<file path="src/rtl/instr_exec_unit_if.sv">
// Fetch-side handshake between the ROM instruction sequencer and the execution unit.
interface instr_exec_unit_if;
    logic [7:0] instr_in;
    logic       instr_valid;
    logic       instr_ready;
    logic       seq_done;

    // Sequencer side: drives instructions and the done level.
    modport master (
        output instr_in,
        output instr_valid,
        output seq_done,
        input  instr_ready
    );

    // Execution-unit side: consumes instructions, back-pressures with ready.
    modport slave (
        input  instr_in,
        input  instr_valid,
        input  seq_done,
        output instr_ready
    );
endinterface

</file>
<file path="src/rtl/instr_exec_unit.sv">
// Accumulator execution stage: decodes 8-bit instructions, runs a 5-step
// shift-add multiply, and reports flags, retire count and halt/finish status.
module instr_exec_unit #(
    parameter int unsigned ACC_W     = 8,
    parameter bit          SAT_ARITH = 1'b0
) (
    input  logic                 clk,
    input  logic                 rst,
    instr_exec_unit_if.slave     fetch,
    output logic [ACC_W-1:0]     acc_out,
    output logic                 flag_z,
    output logic                 flag_c,
    output logic                 retire_pulse,
    output logic [7:0]           retire_cnt,
    output logic                 halted,
    output logic                 exec_done
);

    localparam int unsigned IMM_W  = 5;
    localparam int unsigned PROD_W = ACC_W + IMM_W;

    localparam logic [2:0] OP_LDI  = 3'b001;
    localparam logic [2:0] OP_ADD  = 3'b010;
    localparam logic [2:0] OP_SUB  = 3'b011;
    localparam logic [2:0] OP_AND  = 3'b100;
    localparam logic [2:0] OP_XOR  = 3'b101;
    localparam logic [2:0] OP_MUL  = 3'b110;
    localparam logic [2:0] OP_HALT = 3'b111;

    typedef enum logic [2:0] {
        S_IDLE,
        S_EXEC,
        S_MUL,
        S_HALT,
        S_FIN
    } state_e;

    state_e              state_q, state_d;
    logic [7:0]          ir_q, ir_d;
    logic [ACC_W-1:0]    acc_q, acc_d;
    logic                z_q, z_d;
    logic                c_q, c_d;
    logic                pulse_q, pulse_d;
    logic [7:0]          cnt_q, cnt_d;
    logic                ready_q, ready_d;
    logic                halted_q, halted_d;
    logic                done_q, done_d;
    logic [PROD_W-1:0]   prod_q, prod_d;
    logic [2:0]          mbit_q, mbit_d;

    logic                accept;
    logic [ACC_W-1:0]    imm_ext;
    logic [ACC_W:0]      sum;
    logic [ACC_W:0]      diff;
    logic [ACC_W-1:0]    add_res;
    logic [ACC_W-1:0]    sub_res;
    logic [ACC_W-1:0]    and_res;
    logic [ACC_W-1:0]    xor_res;
    logic [PROD_W-1:0]   mul_step;

    // Next-state, datapath and registered-output logic.
    always_comb begin
        state_d  = state_q;
        ir_d     = ir_q;
        acc_d    = acc_q;
        z_d      = z_q;
        c_d      = c_q;
        pulse_d  = 1'b0;
        cnt_d    = cnt_q;
        prod_d   = prod_q;
        mbit_d   = mbit_q;

        accept   = (state_q == S_IDLE) && ready_q && fetch.instr_valid;
        imm_ext  = ACC_W'(ir_q[4:0]);
        sum      = {1'b0, acc_q} + {1'b0, imm_ext};
        diff     = {1'b0, acc_q} - {1'b0, imm_ext};
        add_res  = (SAT_ARITH && sum[ACC_W])  ? '1 : sum[ACC_W-1:0];
        sub_res  = (SAT_ARITH && diff[ACC_W]) ? '0 : diff[ACC_W-1:0];
        and_res  = acc_q & imm_ext;
        xor_res  = acc_q ^ imm_ext;
        mul_step = prod_q + (ir_q[mbit_q] ? (PROD_W'(acc_q) << mbit_q) : PROD_W'(0));

        case (state_q)
            S_IDLE: begin
                if (accept) begin
                    ir_d    = fetch.instr_in;
                    prod_d  = '0;
                    mbit_d  = 3'd0;
                    state_d = (fetch.instr_in[7:5] == OP_MUL) ? S_MUL : S_EXEC;
                end else if (fetch.seq_done) begin
                    state_d = S_FIN;
                end
            end
            S_EXEC: begin
                pulse_d = 1'b1;
                cnt_d   = cnt_q + 8'd1;
                state_d = S_IDLE;
                case (ir_q[7:5])
                    OP_LDI: begin acc_d = imm_ext; c_d = 1'b0;      z_d = (imm_ext == '0); end
                    OP_ADD: begin acc_d = add_res; c_d = sum[ACC_W];  z_d = (add_res == '0); end
                    OP_SUB: begin acc_d = sub_res; c_d = diff[ACC_W]; z_d = (sub_res == '0); end
                    OP_AND: begin acc_d = and_res; c_d = 1'b0;      z_d = (and_res == '0); end
                    OP_XOR: begin acc_d = xor_res; c_d = 1'b0;      z_d = (xor_res == '0); end
                    OP_HALT: state_d = S_HALT;
                    // NOP, and MUL whose result already committed in S_MUL
                    default: ;
                endcase
            end
            S_MUL: begin
                prod_d = mul_step;
                mbit_d = mbit_q + 3'd1;
                if (mbit_q == 3'd4) begin
                    acc_d   = mul_step[ACC_W-1:0];
                    c_d     = |mul_step[PROD_W-1:ACC_W];
                    z_d     = (mul_step[ACC_W-1:0] == '0);
                    state_d = S_EXEC;
                end
            end
            S_HALT:  state_d = S_HALT;
            S_FIN:   state_d = S_FIN;
            default: state_d = S_IDLE;
        endcase

        ready_d  = (state_d == S_IDLE);
        halted_d = (state_d == S_HALT);
        done_d   = (state_d == S_FIN);
    end

    // State and output registers; async active-low reset aborts any multiply.
    always_ff @(posedge clk or negedge rst) begin
        if (!rst) begin
            state_q  <= S_IDLE;
            ir_q     <= '0;
            acc_q    <= '0;
            z_q      <= 1'b1;
            c_q      <= 1'b0;
            pulse_q  <= 1'b0;
            cnt_q    <= '0;
            ready_q  <= 1'b0;
            halted_q <= 1'b0;
            done_q   <= 1'b0;
            prod_q   <= '0;
            mbit_q   <= '0;
        end else begin
            state_q  <= state_d;
            ir_q     <= ir_d;
            acc_q    <= acc_d;
            z_q      <= z_d;
            c_q      <= c_d;
            pulse_q  <= pulse_d;
            cnt_q    <= cnt_d;
            ready_q  <= ready_d;
            halted_q <= halted_d;
            done_q   <= done_d;
            prod_q   <= prod_d;
            mbit_q   <= mbit_d;
        end
    end

    assign fetch.instr_ready = ready_q;
    assign acc_out           = acc_q;
    assign flag_z            = z_q;
    assign flag_c            = c_q;
    assign retire_pulse      = pulse_q;
    assign retire_cnt        = cnt_q;
    assign halted            = halted_q;
    assign exec_done         = done_q;

endmodule

</file>
<file path="src/flat_wrapper.sv">
// flat-port wrapper written by rule: the top's interface ports become plain ports
module instr_exec_unit_flat 
#(
    parameter int unsigned ACC_W     = 8,
    parameter bit          SAT_ARITH = 1'b0
)
  (clk, rst, acc_out, flag_z, flag_c, retire_pulse, retire_cnt, halted, exec_done, fetch_instr_in, fetch_instr_valid, fetch_seq_done, fetch_instr_ready);
  instr_exec_unit_if fetch_i ();
  input  logic clk;
  input  logic rst;
  output logic [ACC_W-1:0] acc_out;
  output logic flag_z;
  output logic flag_c;
  output logic retire_pulse;
  output logic [7:0] retire_cnt;
  output logic halted;
  output logic exec_done;
  input wire logic [$bits(fetch_i.instr_in)-1:0] fetch_instr_in;
  input wire logic [$bits(fetch_i.instr_valid)-1:0] fetch_instr_valid;
  input wire logic [$bits(fetch_i.seq_done)-1:0] fetch_seq_done;
  output wire logic [$bits(fetch_i.instr_ready)-1:0] fetch_instr_ready;
  assign fetch_i.instr_in = fetch_instr_in;
  assign fetch_i.instr_valid = fetch_instr_valid;
  assign fetch_i.seq_done = fetch_seq_done;
  assign fetch_instr_ready = fetch_i.instr_ready;
  instr_exec_unit #(.ACC_W(ACC_W), .SAT_ARITH(SAT_ARITH)) u_core (.clk(clk), .rst(rst), .fetch(fetch_i), .acc_out(acc_out), .flag_z(flag_z), .flag_c(flag_c), .retire_pulse(retire_pulse), .retire_cnt(retire_cnt), .halted(halted), .exec_done(exec_done));
endmodule
</file>
<file path="config.mk">
export PLATFORM = sky130hd
export DESIGN_NAME = instr_exec_unit_flat
export DESIGN_NICKNAME = d
export VERILOG_FILES = /design/src/rtl/instr_exec_unit_if.sv /design/src/rtl/instr_exec_unit.sv /design/src/flat_wrapper.sv
export SDC_FILE = /design/constraint.sdc
export NUM_CORES = 1
export LEC_CHECK = 0
export BUFFER_PORTS_ARGS = -buffer_cell sky130_fd_sc_hd__buf_2
export CAP_MARGIN = 20
export CORE_MARGIN = 8
export CORE_UTILIZATION = 60
export DETAILED_ROUTE_END_ITERATION = 10
export HOLD_SLACK_MARGIN = 0.03
export PLACE_DENSITY = 0.8
export SLEW_MARGIN = 20
export SYNTH_ARGS = -nofsm -noshare
export SYNTH_HDL_FRONTEND = slang
export SYNTH_SLANG_ARGS = --single-unit
export TNS_END_PERCENT = 100
</file>
<file path="constraint.sdc">
create_clock -name clk -period 5.5 [get_ports clk]
set_input_delay 0.275 -clock clk [delete_from_list [all_inputs] [get_ports clk]]
set_output_delay 0.275 -clock clk [all_outputs]
set_load 0.1 [all_outputs]
</file>
======== Word-level counts from Yosys, hierarchy flattened ========
Cells that the tools add are included.
word-level totals
  register bits ........................... 49
  bits of input ports ..................... 12
  output and inout port bits .............. 22
  logic and storage cells ................. 80
cells by class
  add/sub/neg operators ................... 5
  magnitude comparators ................... 1
  equal/unequal tests ..................... 18
  shift operators ......................... 1
  muxes and demuxes ....................... 23
  bitwise logic cells ..................... 2
  reductions and logical operators ........ 18
operators by type and width
  operator                                              number
  zero test 8 bit                                       5
  case mux 8 bit (5 select lines)                       1
  two-way mux 13 bit                                    2
  case mux 13 bit (2 select lines)                      1
  equality test 3 bit (second input constant)           7
  case mux 8 bit (2 select lines)                       1
  equality test 3 x 2 -> 1 bit (second input constant)  5
  case mux 3 bit (5 select lines)                       1
  adder 13 bit                                          1
  left shift 8 x 3 -> 13 bit                            1
  two-way mux 3 bit                                     4
  adder 8 x 5 -> 9 bit                                  1
  subtractor 8 x 5 -> 9 bit                             1
  adder 8 x 1 -> 8 bit (second input constant)          1
  AND 8 x 5 -> 8 bit                                    1
  two-way mux 8 bit                                     1
  bitwise XOR 8 x 5 -> 8 bit                            1
  equality test 3 x 1 -> 1 bit (second input constant)  2
  zero test 3 bit                                       2
  != test 6 x 1 -> 1 bit (second input constant)        1
  case mux 3 bit (2 select lines)                       1
  AND reduction 3 bit                                   2
  zero test 5 bit                                       1
  case mux 1 bit (5 select lines)                       1
  other kinds (14)                                      23

======== Logic depth before layout (Yosys ltp) ========
  depth in word-level cells ............... 7
  mapped depth ............................ 16
  gate-level depth less buffers ........... 14

======== Worst setup path before layout ========
Ideal clock, no wire load.
  kind .................................... reg-to-reg
  start ................................... reg u_core.acc_q[5], in the netlist u_core.acc_out[5]
  end ..................................... reg u_core.c_q, in the netlist u_core.flag_c
  setup time .............................. 0.131 ns
  arrival time ............................ 3.425 ns
  required time ........................... 5.369 ns
  slack ................................... 1.944 ns
  cell stages (with the launch flop) ...... 14
  buffers on the path ..................... 0
  path through ............................ dfrtp_1 inv_1 o21ai_0 nor2_1 a211oi_1 a21oi_1 nor2_1 ha_1 a21oi_1 a21o_1 nand2_1 or4b_1 a311oi_1 a31oi_1
between the ends
  word-level cells in the longest chain between the ends .. 6
RTL lines
  item                               RTL line                source
  start, declared                    instr_exec_unit.sv:40   logic [ACC_W-1:0] acc_q, acc_d;
  start signal, assigned             instr_exec_unit.sv:134  acc_q <= '0;
  start signal, assigned             instr_exec_unit.sv:147  acc_q <= acc_d;
  left shift 8 x 3 -> 13 bit         instr_exec_unit.sv:81   mul_step = prod_q + (ir_q[mbit_q] ? (PROD_W'(acc_q) << mbit_q) : PROD_W'(0));
  two-way mux 13 bit                 instr_exec_unit.sv:81
  adder 13 bit                       instr_exec_unit.sv:81
  OR reduction 5 bit                 instr_exec_unit.sv:114  c_d = |mul_step[PROD_W-1:ACC_W];
  two-way mux 1 bit                  instr_exec_unit.sv:112  if (mbit_q == 3'd4) begin
  case mux 1 bit (2 select lines) *  instr_exec_unit.sv:83   case (state_q)
  end signal, assigned               instr_exec_unit.sv:136  c_q <= 1'b0;
  end signal, assigned               instr_exec_unit.sv:149  c_q <= c_d;
  end, declared                      instr_exec_unit.sv:42   logic c_q, c_d;
Mark *: on every way between the ends. The rest lies on a longest branch, timed or not. The select of a mux whose other input is x is not followed.
A chain may end at the register's enable or synchronous reset.

======== Final worst setup path ========
  start ................................... reg u_core.mbit_q[0]
  end ..................................... reg u_core.c_q, in the netlist u_core.flag_c
between the ends
  word-level cells in the longest chain between the ends .. 7
RTL lines
  item                                     RTL line                source
  start, declared                          instr_exec_unit.sv:49   logic [2:0] mbit_q, mbit_d;
  start signal, assigned                   instr_exec_unit.sv:156  mbit_q <= mbit_d;
  binary-select mux 1 bit (select 3 bit)   instr_exec_unit.sv:81
  two-way mux 1 bit (implied by the code)  instr_exec_unit.sv:81
  two-way mux 13 bit                       instr_exec_unit.sv:81
  adder 13 bit                             instr_exec_unit.sv:81
  OR reduction 5 bit                       instr_exec_unit.sv:114
  two-way mux 1 bit                        instr_exec_unit.sv:112
  case mux 1 bit (2 select lines)          instr_exec_unit.sv:83
Several ways; a longest one is shown, not always the timed one. The select of a mux whose other input is x is not followed.

==> impl_metrics.yaml <==
sta:
  maxSlewViolCount: 0
  slew_headroom: 0.315
  final.period_utilization: 0.706
  tightest_slew_ns: 1.02
  fin_crit_ns: 3.88
  skew_ns: 0.0138
  holdWs_ns: 0.0591
  rsz0062_at_grt: "false"
  hold_violations: 0
  tns_ns: 0
  fmax_mhz: 258
  setup_violations: 0
floorplanning:
  initial_utilization: 0.623
  die_height_um: 97.4
  pin_count: 34
  die-area_mm2: 0.00949
  core_area_mm2: 0.00639
  num_rows: 29
  die_w_um: 97.4
global_routing:
  grt-ovfl-total: 0
  grt_max_degree: 50
  grt_pass1_wl_mm: 16.7
  antenna_found_initial: 0
  grt_pass1_vias: 3596
  track_usage: 0.207
clock_network:
  cts_hold_buf: 0
  clock-root-buffer: "clkbuf_8"
  clk_latency_ns: 0.31
  htree_levels: 2
  cts_buffer_depth: 2
  cts.repair_timing.setup_buffer_count: 0
  path_clk_slew_ns: 0.11
  clock_sinks: 49
  cts_tree: "built"
  cts_made_buffers: 5
  cts_resized: 0
place:
  dpl-instance-area_mm2: 0.00414
  place_congestion: 0.967
  numPortBuffers: 33
  hpwl_mm: 7.39
final_layout:
  drive_gt1_frac: 0.123
  fillers: 517
  multi_input_area_mm2: 0.00253
  diodes: 0
  regArea_mm2: 0.00123
  fin_nets: 538
  areaGrowthSynthToFinish_pct: 7.05
  design_area_mm2: 0.00426
detailed_routing:
  drt_iter0_drc: 420
  drc_errors: 0
  ant_nets: 0
  wl_mm: 10.1
  drt-pass1-iter-count: 5
  vias: 3675
  routedWlPerCell_um: 17.7
  vias_per_cell: 6.40
setup_path:
  rr_worst_depth: 12
  cp.required_ns: 5.69
  critPathLaunchType: "flop"
  arrival_ns: 4.07
  r2r_end: "u_core.flag_c$_DFFE_PN0P_"
  r2r_start: "u_core.mbit_q[0]$_DFFE_PN0P_"
  end_kind: "flop"
  path_max_fanout: 22
  path_class: "reg -> reg"
  r2r_slack_ns: 1.62
yosys:
  synth.distinct_cells: 68
  syn_inst: 479
  yosys_most_used_dff: "dfrtp_1"
  synthArstFlopShare: 1.00
  syn_avg_cell_area_um2: 8.30
  ys_seq_area_frac: 0.309
  synth_nets: 521
  syn_area_mm2: 0.00398
  ys_seq_elements: 49
  yosys_warnings: 0
  synth_edf_count: 0
power_and_ir_drop:
  leakagePower_nw: 1.92
  power_density_mw_per_mm2: 687
  peakVddDrop_mv: 0.429
hold_path:
  hold_class: "in -> async"
flow_run:
  cap_violations: 0
run_status:
  status: "finished clean"
==> sequential cells by signal (all words and copies together) (netlist names), 3 cells and up <==
name / count
u_core.acc_out: 8
u_core.prod_q: 13
u_core.mbit_q: 3
u_core.retire_cnt: 8
u_core.state_q: 3
u_core.ir_q: 8
==> metal layers <==
metal	GRT usage	routed length, µm	vias to the layer above
met1	0.250	4430	1721
met5	0	0	-
met2	0.332	4650	166
li1	-	-	1749
met3	0.0498	699	39
met4	0.112	367	0
==> critical path: stages, from the launching register on <==
cell and delay (ns):
dfrtp_1 0.76, mux4_2 0.59, nand2b_1 0.16, and2_1 0.28
nor2_1 0.08, ha_1 0.33, a21o_1 0.19, a21oi_1 0.19
a21o_1 0.18, nand2_1 0.12, or4b_1 0.52, a311oi_1 0.22
a31oi_1 0.11
==> logic make-up after synthesis <==
kind of cell / after synthesis / synth area share
AO/OA/AOI/OAI: 138 / 0.227
XOR/XNOR: 26 / 0.0610
adder cells (fa/ha/maj): 30 / 0.100
buffers and inverters: 52 / 0.0560
flip-flops: 49 / 0.309
multiplexers: 14 / 0.0422
AND/OR/NAND/NOR: 170 / 0.205
==> synth_stat cells (all sizes together), types with 9 or more instances <==
cell / number / area, µm²
o21ai: 40 / 200
xnor2: 17 / 149
nand2b: 9 / 56.3
clkbuf: 16 / 61.3
inv: 26 / 97.6
buf: 10 / 63.8
a21oi: 32 / 160
nor3: 10 / 50.1
a31oi: 10 / 62.6
nand2: 63 / 241
mux2i: 10 / 100
nor2: 45 / 169
ha: 27 / 338
dfrtp: 48 / 1200
==> per-stage QoR <==
stage	std cells	util	setup slack, ns	total power [mW]
floorplan	479	-	1.94	2.24
global placement	566	0.649	1.84	2.56
detailed placement	566	0.649	1.72	2.61
CTS	574	0.667	1.68	2.89
global route	574	0.667	1.38	3.13
finish	574	0.667	1.62	2.93
==> where the power goes <==
part | internal, mW | leakage [nW] | switching (mW)
Clock | 0.136 | 0.0543 | 0.131
Sequential | 0.478 | 0.625 | 0.245
Combinational | 0.687 | 1.24 | 1.25
==> layout by cell type (no fill, tap or decap), drive strengths merged, types with 3 or more instances in the layout <==
cell	netlist	layout
a2111oi	3	3
a211oi	8	8
a21o	8	8
a21oi	32	32
a31oi	10	10
buf	10	36
clkbuf	16	5
dfrtp	48	48
fa	3	3
ha	27	27
inv	26	26
mux2i	10	10
nand2	63	63
nand2b	9	9
nand3	7	7
nand4	4	4
nand4b	4	4
nor2	45	45
nor2b	8	8
nor3	10	10
nor4	7	7
o211ai	3	3
o21ai	40	40
o21bai	3	3
o22ai	5	5
o31a	4	4
o31ai	6	6
xnor2	17	17
xor2	8	8
==> final cells by class <==
type                    instances  share of cell area
multi-input cells             378               0.595
clock inverters                 3              0.0109
flip-flops and latches         49               0.288
well taps                      77              0.0226
inverters                      26              0.0229
clock buffers                   5              0.0162
repair buffers                 36              0.0441
==> worst max-delay path by stage <==
stage                                       start                         to  slack (ns)  cells after the start
floorplan           u_core.acc_out[5]$_DFFE_PN0P_  u_core.flag_c$_DFFE_PN0P_        1.94                     13
global placement     u_core.mbit_q[0]$_DFFE_PN0P_  u_core.flag_c$_DFFE_PN0P_        1.84                     12
detailed placement   u_core.mbit_q[0]$_DFFE_PN0P_  u_core.flag_c$_DFFE_PN0P_        1.72                     12
CTS                  u_core.mbit_q[0]$_DFFE_PN0P_  u_core.flag_c$_DFFE_PN0P_        1.68                     12
global route         u_core.mbit_q[0]$_DFFE_PN0P_  u_core.flag_c$_DFFE_PN0P_        1.38                     12
finish               u_core.mbit_q[0]$_DFFE_PN0P_  u_core.flag_c$_DFFE_PN0P_        1.62                     12
No activity file was read; power rests on OpenSTA's default activity.
